==> config.mk <==
export PLATFORM = sky130hd
export DESIGN_NAME = alu_exec_unit
export DESIGN_NICKNAME = d
export VERILOG_FILES = /design/src/rtl/alu_pkg.sv /design/src/rtl/alu_shifter.sv /design/src/rtl/alu_exec_unit.sv
export SDC_FILE = /design/constraint.sdc
export NUM_CORES = 1
export LEC_CHECK = 0
export ABC_CLOCK_PERIOD_IN_PS = 4200
export CAP_MARGIN = 10
export CORE_UTILIZATION = 50
export DETAILED_ROUTE_END_ITERATION = 10
export DONT_BUFFER_PORTS = 1
export GPL_TIMING_DRIVEN = 0
export PLACE_DENSITY = 0.74
export SLEW_MARGIN = 20
export SYNTH_ARGS = -nofsm -noshare
export SYNTH_HDL_FRONTEND = slang
export SYNTH_SLANG_ARGS = --single-unit
==> constraint.sdc <==
create_clock -name clk -period 4.2 [get_ports clk]
set_input_delay 0.42 -clock clk [delete_from_list [all_inputs] [get_ports clk]]
set_output_delay 0.42 -clock clk [all_outputs]
set_load 0.02 [all_outputs]
==> src/rtl/alu_pkg.sv <==
// Shared ALUOp encodings and EX-stage ALU state type.
// Used by the decoder and by alu_exec_unit / alu_shifter.
package alu_pkg;

  localparam int unsigned ALUOP_W = 4;

  localparam logic [ALUOP_W-1:0] ALU_NONE = 4'b0000;
  localparam logic [ALUOP_W-1:0] ALU_ADD  = 4'b0001;
  localparam logic [ALUOP_W-1:0] ALU_SUB  = 4'b0010;
  localparam logic [ALUOP_W-1:0] ALU_AND  = 4'b0011;
  localparam logic [ALUOP_W-1:0] ALU_OR   = 4'b0100;
  localparam logic [ALUOP_W-1:0] ALU_NOR  = 4'b0101;
  localparam logic [ALUOP_W-1:0] ALU_SLT  = 4'b0110;
  localparam logic [ALUOP_W-1:0] ALU_SLL  = 4'b0111;
  localparam logic [ALUOP_W-1:0] ALU_SRL  = 4'b1000;
  localparam logic [ALUOP_W-1:0] ALU_SRA  = 4'b1001;

  typedef enum logic [1:0] {
    IDLE  = 2'd0,
    SHIFT = 2'd1,
    DONE  = 2'd2
  } alu_state_e;

  function automatic logic is_shift_op(input logic [ALUOP_W-1:0] op);
    return (op == ALU_SLL) || (op == ALU_SRL) || (op == ALU_SRA);
  endfunction

endpackage

==> src/rtl/alu_shifter.sv <==
// Shift engine for alu_exec_unit: 1 bit/cycle iterative, or single-cycle barrel
// when ALU_BARREL_SHIFT_EN is defined. done pulses in the cycle the result is valid.
module alu_shifter
  import alu_pkg::*;
#(
  parameter int unsigned WIDTH   = 32,
  parameter int unsigned SHAMT_W = 5
) (
  input  logic               clk,
  input  logic               reset,
  input  logic               start,
  input  logic [ALUOP_W-1:0] op,
  input  logic [WIDTH-1:0]   value,
  input  logic [SHAMT_W-1:0] shamt,
  output logic               done,
  output logic [WIDTH-1:0]   result
);

`ifdef ALU_BARREL_SHIFT_EN

  logic unused_clk_rst;
  assign unused_clk_rst = clk ^ reset;

  // Shift amounts >= WIDTH fall out naturally as 0 / all-sign.
  always_comb begin
    done = start;
    case (op)
      ALU_SLL: result = value << shamt;
      ALU_SRA: result = WIDTH'($signed(value) >>> shamt);
      default: result = value >> shamt;
    endcase
  end

`else

  logic [WIDTH-1:0]   acc_q, acc_d, acc_step;
  logic [SHAMT_W-1:0] cnt_q, cnt_d;
  logic [ALUOP_W-1:0] kind_q, kind_d;
  logic               busy_q, busy_d;
  logic               last_step;
  logic               zero_shift;

  always_comb begin
    case (kind_q)
      ALU_SLL: acc_step = {acc_q[WIDTH-2:0], 1'b0};
      ALU_SRA: acc_step = {acc_q[WIDTH-1], acc_q[WIDTH-1:1]};
      default: acc_step = {1'b0, acc_q[WIDTH-1:1]};
    endcase
  end

  always_comb begin
    last_step  = busy_q && (cnt_q == SHAMT_W'(1));
    zero_shift = start && (shamt == '0);
    // A zero-length shift completes combinationally so it shares the 1-cycle path.
    done       = zero_shift || last_step;
    result     = zero_shift ? value : acc_step;
  end

  always_comb begin
    acc_d  = acc_q;
    cnt_d  = cnt_q;
    kind_d = kind_q;
    busy_d = busy_q;
    if (start && !zero_shift) begin
      acc_d  = value;
      cnt_d  = shamt;
      kind_d = op;
      busy_d = 1'b1;
    end else if (busy_q) begin
      acc_d = acc_step;
      cnt_d = cnt_q - SHAMT_W'(1);
      if (last_step) begin
        busy_d = 1'b0;
      end
    end
  end

  always_ff @(posedge clk) begin
    if (reset) begin
      acc_q  <= '0;
      cnt_q  <= '0;
      kind_q <= '0;
      busy_q <= 1'b0;
    end else begin
      acc_q  <= acc_d;
      cnt_q  <= cnt_d;
      kind_q <= kind_d;
      busy_q <= busy_d;
    end
  end

`endif

endmodule

==> src/rtl/alu_exec_unit.sv <==
// EX-stage ALU with valid/ready on both sides; shifts go through alu_shifter.
// Define ALU_BARREL_SHIFT_EN for single-cycle shifts (no SHIFT state).
module alu_exec_unit
  import alu_pkg::*;
#(
  parameter int unsigned WIDTH   = 32,
  parameter int unsigned SHAMT_W = 5
) (
  input  logic               clk,
  input  logic               reset,
  input  logic               in_valid,
  output logic               in_ready,
  input  logic [ALUOP_W-1:0] alu_op,
  input  logic [WIDTH-1:0]   op_a,
  input  logic [WIDTH-1:0]   op_b,
  input  logic [SHAMT_W-1:0] shamt,
  output logic               out_valid,
  input  logic               out_ready,
  output logic [WIDTH-1:0]   result,
  output logic               zero,
  output logic               overflow,
  output logic               illegal
);

  alu_state_e       state_q, state_d;
  logic [WIDTH-1:0] result_q, result_d;
  logic             zero_q, zero_d;
  logic             overflow_q, overflow_d;
  logic             illegal_q, illegal_d;

  logic             accept;
  logic             shift_start;
  logic             sh_done;
  logic [WIDTH-1:0] sh_result;

  logic [WIDTH-1:0] sum, diff, alu_res;
  logic             alu_ovf, alu_ill;

  always_comb begin
    in_ready    = (state_q == IDLE) || ((state_q == DONE) && out_ready);
    accept      = in_valid && in_ready;
    shift_start = accept && is_shift_op(alu_op);
  end

  alu_shifter #(
    .WIDTH   (WIDTH),
    .SHAMT_W (SHAMT_W)
  ) u_shifter (
    .clk    (clk),
    .reset  (reset),
    .start  (shift_start),
    .op     (alu_op),
    .value  (op_b),
    .shamt  (shamt),
    .done   (sh_done),
    .result (sh_result)
  );

  always_comb begin
    sum     = op_a + op_b;
    diff    = op_a - op_b;
    alu_res = '0;
    alu_ovf = 1'b0;
    alu_ill = 1'b0;
    case (alu_op)
      ALU_NONE: alu_res = op_a;
      ALU_ADD: begin
        alu_res = sum;
        alu_ovf = (op_a[WIDTH-1] == op_b[WIDTH-1]) && (sum[WIDTH-1] != op_a[WIDTH-1]);
      end
      ALU_SUB: begin
        alu_res = diff;
        alu_ovf = (op_a[WIDTH-1] != op_b[WIDTH-1]) && (diff[WIDTH-1] != op_a[WIDTH-1]);
      end
      ALU_AND: alu_res = op_a & op_b;
      ALU_OR:  alu_res = op_a | op_b;
      ALU_NOR: alu_res = ~(op_a | op_b);
      ALU_SLT: alu_res[0] = $signed(op_a) < $signed(op_b);
      ALU_SLL, ALU_SRL, ALU_SRA: alu_res = '0;
      default: alu_ill = 1'b1;
    endcase
  end

  always_comb begin
    state_d    = state_q;
    result_d   = result_q;
    zero_d     = zero_q;
    overflow_d = overflow_q;
    illegal_d  = illegal_q;
    case (state_q)
      IDLE, DONE: begin
        if (accept) begin
          if (is_shift_op(alu_op)) begin
            if (sh_done) begin
              state_d    = DONE;
              result_d   = sh_result;
              zero_d     = (sh_result == '0);
              overflow_d = 1'b0;
              illegal_d  = 1'b0;
            end
`ifndef ALU_BARREL_SHIFT_EN
            else begin
              state_d = SHIFT;
            end
`endif
          end else begin
            state_d    = DONE;
            result_d   = alu_res;
            zero_d     = (alu_res == '0);
            overflow_d = alu_ovf;
            illegal_d  = alu_ill;
          end
        end else if ((state_q == DONE) && out_ready) begin
          state_d = IDLE;
        end
      end
`ifndef ALU_BARREL_SHIFT_EN
      SHIFT: begin
        if (sh_done) begin
          state_d    = DONE;
          result_d   = sh_result;
          zero_d     = (sh_result == '0);
          overflow_d = 1'b0;
          illegal_d  = 1'b0;
        end
      end
`endif
      default: state_d = IDLE;
    endcase
  end

  always_ff @(posedge clk) begin
    if (reset) begin
      state_q    <= IDLE;
      result_q   <= '0;
      zero_q     <= 1'b0;
      overflow_q <= 1'b0;
      illegal_q  <= 1'b0;
    end else begin
      state_q    <= state_d;
      result_q   <= result_d;
      zero_q     <= zero_d;
      overflow_q <= overflow_d;
      illegal_q  <= illegal_d;
    end
  end

  always_comb begin
    out_valid = (state_q == DONE);
    result    = result_q;
    zero      = zero_q;
    overflow  = overflow_q;
    illegal   = illegal_q;
  end

endmodule

After elaboration in Yosys (flattened, before gate mapping)
Index checks and enable logic that the tools add are counted.
{"block": "totals", "out_inout_bits": 37, "register_bits": 79}
{"block": "op_classes", "addsub": 3, "eq_ne": 21, "n_reduce_logical": 24, "muxes": 35, "n_bitwise": 3, "order_cmp": 1}
{"op": "32-bit two-way mux", "n": 6}
{"op": "31-bit one-hot mux with 6 select lines", "n": 1}
{"op": "32-bit one-hot mux with 2 select lines", "n": 2}
{"op": "32-bit logical NOT", "n": 2}
{"op": "32-bit adder", "n": 1}
{"op": "32-bit bitwise AND", "n": 1}
{"op": "32-bit < comparator", "n": 1}
{"op": "32-bit inverter", "n": 1}
{"op": "32-bit bitwise OR", "n": 1}
{"op": "32-bit subtractor", "n": 1}
{"op": "4-bit by 3-bit equality test with 1-bit output, second input constant", "n": 5}
{"op": "1-bit two-way mux", "n": 13}
{"op": "4-bit equality test, second input constant", "n": 3}
{"op": "2-bit two-way mux", "n": 5}
{"op": "5-bit two-way mux", "n": 2}
{"op": "10-bit OR reduction", "n": 1}
{"op": "4-bit by 2-bit equality test with 1-bit output, second input constant", "n": 2}
{"op": "1-bit logical AND", "n": 8}
{"op": "1-bit one-hot mux with 2 select lines", "n": 4}
{"op": "1-bit one-hot mux with 7 select lines", "n": 1}
{"op": "5-bit by 1-bit equality test with 1-bit output, second input constant", "n": 1}
{"op": "5-bit logical NOT", "n": 1}
{"op": "5-bit by 1-bit subtractor with 5-bit output, second input constant", "n": 1}
{"op": "4-bit by 1-bit equality test with 1-bit output, second input constant", "n": 1}
{"op": "14 further kinds", "n": 22}

Logic depth before layout (Yosys ltp)
{"block": "depth", "ltp_word": 12, "depth_mapped": 15, "mapped_depth_nobuf": 15}

Cells and area by module
A second synthesis with hierarchy kept.
{"block": "unflattened", "hier_cells": 1505, "hier_area_um2": 10911.7}
{"mod": "alu_exec_unit", "n_inst": 1, "area_per_inst_um2": 8192.9, "seq_area_each_um2": 740.7, "cells_per_inst": 1160}
{"mod": "alu_shifter", "n_inst": 1, "area_per_inst_um2": 2718.9, "seq_area_each_um2": 840.8, "cells_per_inst": 345}

Worst setup path before layout
OpenSTA, ideal clock, no wires.
{"block": "synth_timing", "path_kind": "input -> register", "start": "in op_a[19]", "end": "reg result_q[29], in the netlist result[29]", "setup_time_ns": 0.101, "setup_slack_ns": 0.741, "n_path_buf": 1, "t_required_ns": 4.099, "arrival_ns": 3.358, "path_stages": 14, "cell_sequence": "inv_1 -> ha_1 -> buf_2 -> or4_1 -> or3_1 -> or2_1 -> a32oi_2 -> a31oi_1 -> o31ai_2 -> nand2_1 -> a211o_1 -> o211ai_2 -> nor2_1 -> o41ai_1"}
{"block": "synth_via", "elab_chain_cells": 5}
{"item": "start, declared", "line": "alu_exec_unit.sv:14", "source": "input logic [WIDTH-1:0] op_a,"}
{"item": "32-bit subtractor / 32-bit adder (equally long branches)", "line": "alu_exec_unit.sv:61, alu_exec_unit.sv:60"}
{"item": "31-bit one-hot mux with 6 select lines *", "line": "alu_exec_unit.sv:65", "source": "case (alu_op)"}
{"item": "32-bit two-way mux *", "line": "alu_exec_unit.sv:93", "source": "if (is_shift_op(alu_op)) begin"}
{"item": "32-bit two-way mux *", "line": "alu_exec_unit.sv:92", "source": "if (accept) begin"}
{"item": "32-bit one-hot mux with 2 select lines *", "line": "alu_exec_unit.sv:90", "source": "case (state_q)"}
{"item": "end signal, assigned", "line": "alu_exec_unit.sv:141", "source": "result_q <= result_d;"}
{"item": "end, declared", "line": "alu_exec_unit.sv:26", "source": "logic [WIDTH-1:0] result_q, result_d;"}
Every way passes the cells marked *; elsewhere a longest branch is shown, timed or not. The select of a mux whose other input is x is not followed.
A chain may end at the register's enable or synchronous reset.

Final worst setup path
{"block": "layout_timing", "start": "reg u_shifter.kind_q[3]", "end": "reg zero_q, in the netlist zero"}
{"block": "layout_via", "elab_chain_cells": 8}
{"item": "start, declared", "line": "alu_shifter.sv:38", "source": "logic [ALUOP_W-1:0] kind_q, kind_d;"}
{"item": "start signal, assigned", "line": "alu_shifter.sv:87", "source": "kind_q <= kind_d;"}
{"item": "4-bit equality test / 4-bit by 3-bit equality test with 1-bit output (equally long branches)", "line": "alu_shifter.sv:44", "source": "case (kind_q)"}
{"item": "32-bit one-hot mux with 2 select lines *", "line": "alu_shifter.sv:44"}
{"item": "32-bit two-way mux *", "line": "alu_shifter.sv:56", "source": "result = zero_shift ? value : acc_step;"}
{"item": "32-bit logical NOT *", "line": "alu_exec_unit.sv:97, alu_exec_unit.sv:122"}
{"item": "1-bit two-way mux *", "line": "alu_exec_unit.sv:94, alu_exec_unit.sv:119"}
{"item": "1-bit two-way mux", "line": "alu_exec_unit.sv:93"}
{"item": "1-bit two-way mux", "line": "alu_exec_unit.sv:92"}
{"item": "1-bit one-hot mux with 2 select lines *", "line": "alu_exec_unit.sv:90"}
{"item": "end signal, assigned", "line": "alu_exec_unit.sv:142", "source": "zero_q <= zero_d;"}
{"item": "end, declared", "line": "alu_exec_unit.sv:27", "source": "logic zero_q, zero_d;"}
Marks and branches as above.

==> impl_metrics.py <==
metrics = {
    "hold_path": {
        "hold_path.startpoint": "shamt[1]",
        "hold_path.class": "in2reg",
    },
    "timing": {
        "final-hold-violation-count": 0,
        "min_period_ns": 4.11,
        "maxSlewViolCount": 0,
        "fmax_mhz": 244,
        "slew-limit-headroom_pct": 31.4,
        "final-setup-viol-count": 0,
        "fin_crit_sh_pct": 97.8,
        "whs_ns": 0.211,
        "fin_worst_skew_ns": 0.00922,
        "worst_slew_pin_slew_ns": 1.03,
        "rsz0062_at_grt": "false",
        "setup_tns_ns": 0,
    },
    "pwr": {
        "seqPwrFrac_pct": 32.0,
        "internal_power_uw": 1650,
        "p_sw_uw": 1260,
        "total_power_uw": 2910,
        "power_density_nw_per_um2": 264,
        "power_frac_comb_pct": 41.9,
        "pwr-share-clk_pct": 26.1,
        "switching_share_pct": 43.4,
        "p_leak_uw": 0.00448,
        "vdd_drop_max_mv": 0.213,
    },
    "status": {
        "status": "finished clean",
    },
    "clocking": {
        "clkSinkCount": 79,
        "clockBufferDepth": 2,
        "cts_tree": "yes",
        "cts_root_buf": "clkbuf_16",
        "htree_levels": 3,
        "cts_hold_buf": 0,
        "clock_latency_ns": 0.35,
        "cts.reportedPaths.clkPinSlew_ns": 0.07,
        "cts_made_buffers": 9,
    },
    "floorplanning": {
        "initial_utilization_pct": 51.0,
        "rows": 52,
        "core_um2": 20200,
        "fp.dieArea_um2": 21200,
        "ios": 114,
        "fp.dieW_um": 146,
        "die_y_um": 146,
    },
    "worst_setup_path": {
        "cp_cell_sequence": "and3b_1 > nand2_2 > clkbuf_4 > mux2i_2 > and4_1 > nand4_1 > nor4_1 > o221ai_1 > a31o_1 > nand4b_1 > nand4b_4 > nor4_2 > a41o_1",
        "cpMaxStageDelayCell": "mux2i_2",
        "crit_required_ns": 4.50,
        "crit_fanout": 10,
        "timing.rr.start": "u_shifter.kind_q[3]",
        "critPathTopFamily": "simple AND/OR/NAND/NOR gates",
        "cp_num_buf_inv": 1,
        "critPathKind": "reg2reg",
        "cp_data_arrival_time_ns": 4.41,
        "max_stage_delay_ns": 0.45,
        "critPathLaunchType": "flip-flop",
        "crit_start": "u_shifter.kind_q[3]",
        "end_kind": "flip-flop",
    },
    "route": {
        "drc": 0,
        "wirelength_um": 46100,
        "wl_per_cell_um": 26.0,
        "vias": 12298,
        "ant_nets": 0,
        "firstDrtPassIters": 6,
        "vias_per_cell": 6.95,
        "drtIter0Drc": 1573,
    },
    "logic_synthesis": {
        "synth.ff_latch_count": 79,
        "mappedNetlistArea_um2": 10300,
        "synth_area_per_cell_um2": 6.95,
        "synth_area_leaders": "dfxtp_1, ha_1, nor2_1",
        "ys_types": 83,
        "yosysWarnings": 0,
        "synth_cells": 1484,
        "synthFlopType": "dfxtp_1",
        "seq_area_frac_synth_pct": 15.3,
        "synth_area_leader_cell": "dfxtp_1",
        "synth_edf_count": 0,
        "syn_nets": 1678,
        "synth_top_area_share_pct": 15.3,
        "async_reset_ff_share_pct": 0,
    },
    "placed_design": {
        "place_area_um2": 10700,
        "finalWeightedCongestion": 1.03,
        "dp.cells": 1755,
        "dp_hpwl_um": 36500,
        "numPortBuffers": 0,
    },
    "grt": {
        "grt_pass1_wl_um": 68800,
        "antenna_found_initial": 0,
        "grtUsageTotal_pct": 42.4,
        "grt_max_degree": 14,
        "first_global_vias": 11445,
        "grt-ovfl-total": 0,
    },
    "finish": {
        "area_growth_syn_to_layout_pct": 6.62,
        "n_antenna_cell": 0,
        "final_cells": 1770,
        "finalNetCount": 1690,
        "final_area_um2": 11000,
        "drive_gt1_share_pct": 3.67,
    },
    "job": {
        "maxCapViolCount": 0,
    },
}
-- logic make-up (layout without fill, tap and decap cells) --
logic type	after synthesis	in the layout	share of synthesized area, %
AO/OA/AOI/OAI	510	510	34.1
XOR/XNOR	28	28	2.38
adder cells (fa/ha/maj)	117	117	14.3
buffers and inverters	208	224	7.64
flip-flops	79	79	15.3
multiplexers	36	36	3.52
AND/OR/NAND/NOR	506	506	22.7
-- worst register-to-register path: stages, from the launching register on --
cell and delay [ns]:
dfxtp_1 0.34, and3b_1 0.26, nand2_2 0.27, clkbuf_4 0.35
mux2i_2 0.46, and4_1 0.25, nand4_1 0.12, nor4_1 0.42
o221ai_1 0.30, a31o_1 0.36, nand4b_1 0.24, nand4b_4 0.20
nor4_2 0.30, a41o_1 0.19
-- synth_stat cells, drive strengths merged (11+ instances only) --
master / number
nor3: 51
o21bai: 11
o31ai: 18
dfxtp: 79
mux2i: 34
a311oi: 13
nand2: 94
o21ai: 55
a211oi: 94
nand4: 15
xnor2: 13
a21oi: 143
xor2: 15
buf: 16
a21o: 18
nand3: 28
ha: 115
nor2b: 11
a221o: 14
nor4: 21
o221ai: 19
o211ai: 23
clkbuf: 88
nor2: 226
a31oi: 16
inv: 104
a221oi: 18
-- layout make-up --
type | instances | area [µm²]
clock buffers | 10 | 239
inverters | 104 | 390
clock inverters | 5 | 33.8
multi-input cells | 1197 | 8010
well taps | 270 | 338
flip-flops and latches | 79 | 1580
fillers | 2049 | 9230
plain buffers | 104 | 404
repair buffers | 1 | 7.51
-- layout by cell type, fill, tap and decap left out, drive strengths merged, types with 28 or more instances in the layout --
cell    instances
o21ai          55
dfxtp          79
nor2          226
nor3           51
a211oi         94
mux2i          34
a21oi         143
ha            115
clkbuf        100
nand3          28
inv           105
nand2          94
-- power groups by stage --
stage | logic, µW | registers (µW) | clock network (µW)
2_1_floorplan | 843 | 915 | 0
3_3_place_gp | 1150 | 943 | 0
3_5_place_dp | 1160 | 943 | 0
4_1_cts | 1160 | 927 | 750
5_1_grt | 1310 | 935 | 788
6_report | 1220 | 931 | 759
-- registers in the layout, summed over array words and instances (netlist names) --
name	flops
u_shifter.acc_q	32
result	32
zero	1
overflow	1
u_shifter.cnt_q	5
illegal	1
u_shifter.kind_q	4
state_q	2
u_shifter.busy_q	1
-- routing by layer --
layer	part of all wire [%]	routed length, µm	track usage [%]
met5	0	0	0
met4	6.1	2810	21.9
met3	13	5990	13.0
met2	41	18800	62.5
met1	40	18500	55.4
-- path summary, 6_finish.rpt --
| kind | depth (start not counted) | end | slack (ns) |
|---|---|---|---|
| worst min register to register | 2 | u_shifter.kind_q[2] | 0.47 |
| worst min-delay path | 2 | u_shifter.cnt_q[1] | 0.21 |
| worst max-delay path | 13 | zero | 0.09 |
| worst max register to register | 13 | zero | 0.09 |
-- repair_timing --
item / CTS / global route
endpoints found under the setup margin: 1 / 2
gates resized for setup: 1 / 11
setup buffers: 0 / 0
-- stage by stage --
stage | worst slack (ns) | utilization, %
global placement | -0.461 | 52.7
global route | 0.00479 | 54.4
CTS | 0.0666 | 54.1
finish | 0.0935 | 54.4
floorplan | 0.741 | -
detailed placement | -0.454 | 52.8
No activity file was read; power rests on OpenSTA's default activity.
